### src/rtl/writeback_stage.sv
// Register-file write side of the datapath: selects the result source, waits for
// load data when needed, formats it, and drives one registered write port.
module writeback_stage #(
  parameter int XLEN = 32
) (
  input  logic            clk,
  input  logic            rst,
  input  logic            ex_valid,
  output logic            ex_ready,
  input  logic [1:0]      ex_wb_sel,
  input  logic            ex_reg_write,
  input  logic [4:0]      ex_rd,
  input  logic [XLEN-1:0] ex_alu_result,
  input  logic [XLEN-1:0] ex_pc,
  input  logic [XLEN-1:0] ex_utype_imm,
  input  logic [2:0]      ex_funct3,
  input  logic            dmem_rvalid,
  input  logic [XLEN-1:0] dmem_rdata,
  output logic            rf_we,
  output logic [4:0]      rf_waddr,
  output logic [XLEN-1:0] rf_wdata,
  output logic            load_pending,
  output logic            err_stray_rsp
);

  localparam logic [0:0] ST_IDLE      = 1'b0;
  localparam logic [0:0] ST_WAIT_LOAD = 1'b1;

  localparam logic [1:0] SEL_ALU  = 2'b00;
  localparam logic [1:0] SEL_LOAD = 2'b01;
  localparam logic [1:0] SEL_PC4  = 2'b10;
  localparam logic [1:0] SEL_IMM  = 2'b11;

  logic [0:0]      state_r;
  logic [4:0]      rd_r;
  logic            we_r;
  logic [2:0]      funct3_r;
  logic [1:0]      off_r;
  logic            accept_s;
  logic            we_q_s;
  logic [XLEN-1:0] nonload_data_s;
  logic [XLEN-1:0] load_data_s;

  // Align the selected byte/half of the returned word and extend it.
  function automatic logic [31:0] format_load(input logic [2:0]  f3,
                                              input logic [1:0]  off,
                                              input logic [31:0] word);
    logic [7:0]  b;
    logic [15:0] h;
    logic [31:0] res;
    case (off)
      2'd0:    b = word[7:0];
      2'd1:    b = word[15:8];
      2'd2:    b = word[23:16];
      2'd3:    b = word[31:24];
      default: b = word[7:0];
    endcase
    h = off[1] ? word[31:16] : word[15:0];
    case (f3)
      3'b000:  res = {{24{b[7]}}, b};
      3'b100:  res = {24'd0, b};
      3'b001:  res = {{16{h[15]}}, h};
      3'b101:  res = {16'd0, h};
      default: res = word;
    endcase
    return res;
  endfunction

  assign ex_ready     = (state_r == ST_IDLE);
  assign load_pending = (state_r == ST_WAIT_LOAD);
  assign accept_s     = ex_valid && ex_ready;
  assign we_q_s       = ex_reg_write && (ex_rd != 5'd0);
  assign load_data_s  = format_load(funct3_r, off_r, dmem_rdata);

  // Result mux for instructions that retire without a memory response.
  always_comb begin
    nonload_data_s = ex_alu_result;
    case (ex_wb_sel)
      SEL_ALU: nonload_data_s = ex_alu_result;
      SEL_PC4: nonload_data_s = ex_pc + 32'd4;
      SEL_IMM: nonload_data_s = ex_utype_imm;
      default: nonload_data_s = ex_alu_result;
    endcase
  end

  // State, captured load context, stray-response flag and the write port.
  always_ff @(posedge clk or posedge rst) begin
    if (rst) begin
      state_r       <= ST_IDLE;
      rd_r          <= 5'd0;
      we_r          <= 1'b0;
      funct3_r      <= 3'd0;
      off_r         <= 2'd0;
      rf_we         <= 1'b0;
      rf_waddr      <= 5'd0;
      rf_wdata      <= '0;
      err_stray_rsp <= 1'b0;
    end else begin
      rf_we <= 1'b0;
      case (state_r)
        ST_IDLE: begin
          if (dmem_rvalid) begin
            err_stray_rsp <= 1'b1;
          end
          if (accept_s) begin
            if (ex_wb_sel == SEL_LOAD) begin
              state_r  <= ST_WAIT_LOAD;
              rd_r     <= ex_rd;
              we_r     <= we_q_s;
              funct3_r <= ex_funct3;
              off_r    <= ex_alu_result[1:0];
            end else begin
              rf_we <= we_q_s;
              if (we_q_s) begin
                rf_waddr <= ex_rd;
                rf_wdata <= nonload_data_s;
              end
            end
          end
        end
        ST_WAIT_LOAD: begin
          // No timeout: the load holds the stage until memory answers.
          if (dmem_rvalid) begin
            state_r <= ST_IDLE;
            rf_we   <= we_r;
            if (we_r) begin
              rf_waddr <= rd_r;
              rf_wdata <= load_data_s;
            end
          end
        end
        default: begin
          state_r <= ST_IDLE;
        end
      endcase
    end
  end

endmodule

### config.mk
export PLATFORM = sky130hd
export DESIGN_NAME = writeback_stage
export DESIGN_NICKNAME = d
export VERILOG_FILES = /design/src/rtl/writeback_stage.sv
export SDC_FILE = /design/constraint.sdc
export NUM_CORES = 1
export LEC_CHECK = 0
export ABC_AREA = 1
export CAP_MARGIN = 15
export CORE_ASPECT_RATIO = 1.25
export CORE_MARGIN = 4
export CORE_UTILIZATION = 40
export CTS_BUF_LIST = sky130_fd_sc_hd__clkbuf_4
export DETAILED_ROUTE_END_ITERATION = 6
export MAX_ROUTING_LAYER = met4
export PLACE_DENSITY = 0.76
export RECOVER_POWER = 100
export SETUP_SLACK_MARGIN = 0.1
export SLEW_MARGIN = 20
export SYNTH_ARGS = -nofsm -noshare
export SYNTH_HDL_FRONTEND = slang
export SYNTH_SLANG_ARGS = --single-unit
### constraint.sdc
create_clock -name clk -period 2.6 [get_ports clk]
set_clock_uncertainty 0.15 [all_clocks]
set_input_delay 0.52 -clock clk [delete_from_list [all_inputs] [get_ports clk]]
set_output_delay 0.52 -clock clk [all_outputs]
set_load 0.01 [all_outputs]
==> impl_metrics.csv <==
group,metric,value,unit
pwr,p_per_area,469,nW/um^2
final_layout,final_layout_size_suffix_gt1_share,5.92,%
clocking,clock_latency,0.38,ns
clocking,clockRootBuffer,"clkbuf_4",
setup_path,crit_type,"input pin to flip-flop",
route,num_vias,5515,
synth,async_flop_share,100,%
global_route,use_met1,33.5,%
die,die_x,101,um
clocking,cts_hold_repair.buffers,0,
synth,synth_nets,848,
flow_run,maxCapViolations,0,
final_layout,seq_area,1280,sq um
route,viasPerCell,5.45,
clocking,cts_resized,0,
global_route,grt_pass1_vias,5492,
timing,holdWs,0.346,ns
timing,hold_viol_final,0,
synth,yosysWarnings,0,
clocking,path_clk_slew,0.16,ns
timing,setup_viol,0,
die,die_h,125,um
setup_path,startpoint,"ex_pc[2]",
synth,synthTopCellsByArea,"dfrtp_1 29%, nand2_1 24%, nand3_1 10%",
pwr,finalPower,0.00299,W
clocking,h-tree-depth,2,
synth,synth_area,4370,sq um
setup_path,worstReg2RegStart,"load_pending",
worst_hold_path,min-delay-start,"rf_wdata[28]",
synth,avgSynthCellArea,6.21,sq um
die,num_io_pins,184,
final_layout,fill_cells,1059,
timing,drv_slew,0,
global_route,grt.total_usage,28.8,%
setup_path,path_cells,"clkdlybuf4s50_1 > ha_1 > nand2_1 > nor2_8 > nand2_4 > nor2_1 > nand3_1 > nand3_1 > nand2_1 > nand3_1 > nand2_1",
setup_path,arrival,2.45,ns
placed_design,gp_congestion,0.998,
synth,ys_ff_latch,51,
global_route,grt.met3_usage,3.98,%
synth,synth_top_area_cell,"dfrtp_1",
die,rows,42,
timing,setup-tns-final,0,ns
route,postRouteAntennaNets,0,
worst_hold_path,min_path_type,"flip-flop to flip-flop",
timing,worstMarginPinSlew,0.934,ns
final_layout,antenna_cells,0,
placed_design,dp_hpwl,14500,um
pwr,ir_worst_vdd,458,uV
timing,slew_headroom,37.7,%
final_layout,syn_to_final_growth,45.7,%
route,routed_wl,17700,um
synth,yosysSeqAreaShare,29.2,%
die,start_util,41.2,%
route,firstDrtPassIters,6,
synth,synth_top_area_share,29.2,%
clocking,cts_setup_buffers,0,
clocking,cts_sinks,51,
die,die_area,12700,sq um
synth,synth_cell_types,35,
global_route,top_usage_layer,"met2",
setup_path,critPathLaunchType,"input pin",
final_layout,fin_cells,1011,
setup_path,critical-path-max-stage-delay,0.54,ns
route,drt_first_iter_violations,377,
placed_design,dpl-instance-area,6340,sq um
final_layout,mostFrequentLayoutCell,"nand2_1",
placed_design,io_buffers,183,
final_layout,multiInputGateArea,2650,sq um
synth,synth_edf_count,0,
setup_path,cp-end-kind,"flip-flop",
run_status,status,"finished clean",
final_layout,nNetsFinal,1022,
global_route,grt_start_max_net_pins,35,
placed_design,dp_cells,1003,
timing,period_share,88.7,%
setup_path,cp_max_fo,8,
die,coreArea,10600,sq um
final_layout,stdcell_area,6370,sq um
final_layout,final_cell_mix,"281 x nand2_1, 140 x clkdlybuf4s50_1, 91 x nand3_1",
synth,ys.flop_type,"dfrtp_1",
global_route,grt_pass1_wl,28100,um
timing,max_freq,0.434,GHz
clocking,clock_path_buffers,2,
clocking,numCtsBuffers,5,
route,drc_errors,0,
global_route,met2_usage,50.9,%
timing,grt_setup_unrepaired,"no",
setup_path,slowest_stage,"clkdlybuf4s50_1",
pwr,p_leak,2.99,nW
setup_path,required,2.75,ns
synth,syn-instance-count,704,
global_route,antenna_found_initial,0,
timing,fin_crit,2.31,ns
clocking,cts_tree,"built",
route,wl_per_cell,17.5,um
global_route,grt_overflow_total,0,
critical path, delay by kind of cell:
family	cells	cell delay (ns)
buf+inv	1	0.54
fa+ha+maj	1	0.21
simple gates	9	1.17
metal layers:
layer,share of wire [%],wire length (um)
met3,7.0,1230
met2,52,9270
met4,2.4,427
met1,38,6810
met5,0,0
layout make-up:
class | instances | area share, %
well taps | 132 | 2.59
repair buffers | 202 | 31.4
clock inverters | 3 | 0.413
inverters | 58 | 3.42
clock buffers | 5 | 0.590
multi-input cells | 560 | 41.5
flip-flops and latches | 51 | 20.0
cells by family (layout without fill, tap and decap cells):
kind of cell / after synthesis / in the layout / synth area share (%)
buf+inv: 93 / 268 / 9.76
mux: 3 / 3 / 0.773
simple gates: 478 / 478 / 48.0
compound gates: 78 / 78 / 12.0
flops: 51 / 51 / 29.2
fa+ha+maj: 1 / 1 / 0.286
power breakdown:
part	internal, W	switching, W	leakage [nW]
Clock	0.000115	0.000293	0.0362
Sequential	0.000995	0.000129	0.611
Combinational	0.000686	0.000770	2.34
Total	0.00180	0.00119	2.99
flip-flops by register name (all words and copies together) (netlist names):
register	flops
rf_wdata	32
rd_r	5
rf_waddr	5
funct3_r	3
off_r	2
err_stray_rsp	1
load_pending	1
rf_we	1
we_r	1
cells in the mapped netlist, types with 5 or more instances:
| cell type | number |
|---|---|
| a21oi_1 | 21 |
| clkbuf_1 | 7 |
| nand2_2 | 8 |
| a31oi_1 | 8 |
| nand3_1 | 91 |
| o211ai_1 | 6 |
| a22o_1 | 5 |
| inv_1 | 50 |
| buf_2 | 14 |
| a221oi_1 | 16 |
| inv_2 | 7 |
| buf_4 | 10 |
| nand4_1 | 20 |
| nor2_1 | 56 |
| nor2_4 | 7 |
| dfrtp_1 | 51 |
| nand2_1 | 279 |
| o21ai_0 | 11 |
| o21bai_1 | 5 |
| nor2_2 | 5 |
metrics by stage:
stage,util [%],setup WS [ns]
6_report,60.0,0.295
5_1_grt,60.0,0.161
4_1_cts,60.3,0.377
3_5_place_dp,59.7,0.0417
3_3_place_gp,59.7,0.100
2_1_floorplan,-,0.700
path summary, 6_finish.rpt:
path,slack [ns],cells after the start,end
max,0.29,11,rf_wdata[22]
min,0.35,2,rf_wdata[28]
max reg2reg,0.63,10,rf_wdata[31]
min reg2reg,0.35,2,rf_wdata[28]
max in group asynchronous,1.01,3,rf_wdata[2]
min in group asynchronous,0.60,2,rf_wdata[24]
Power figures use the tool's default switching activity.
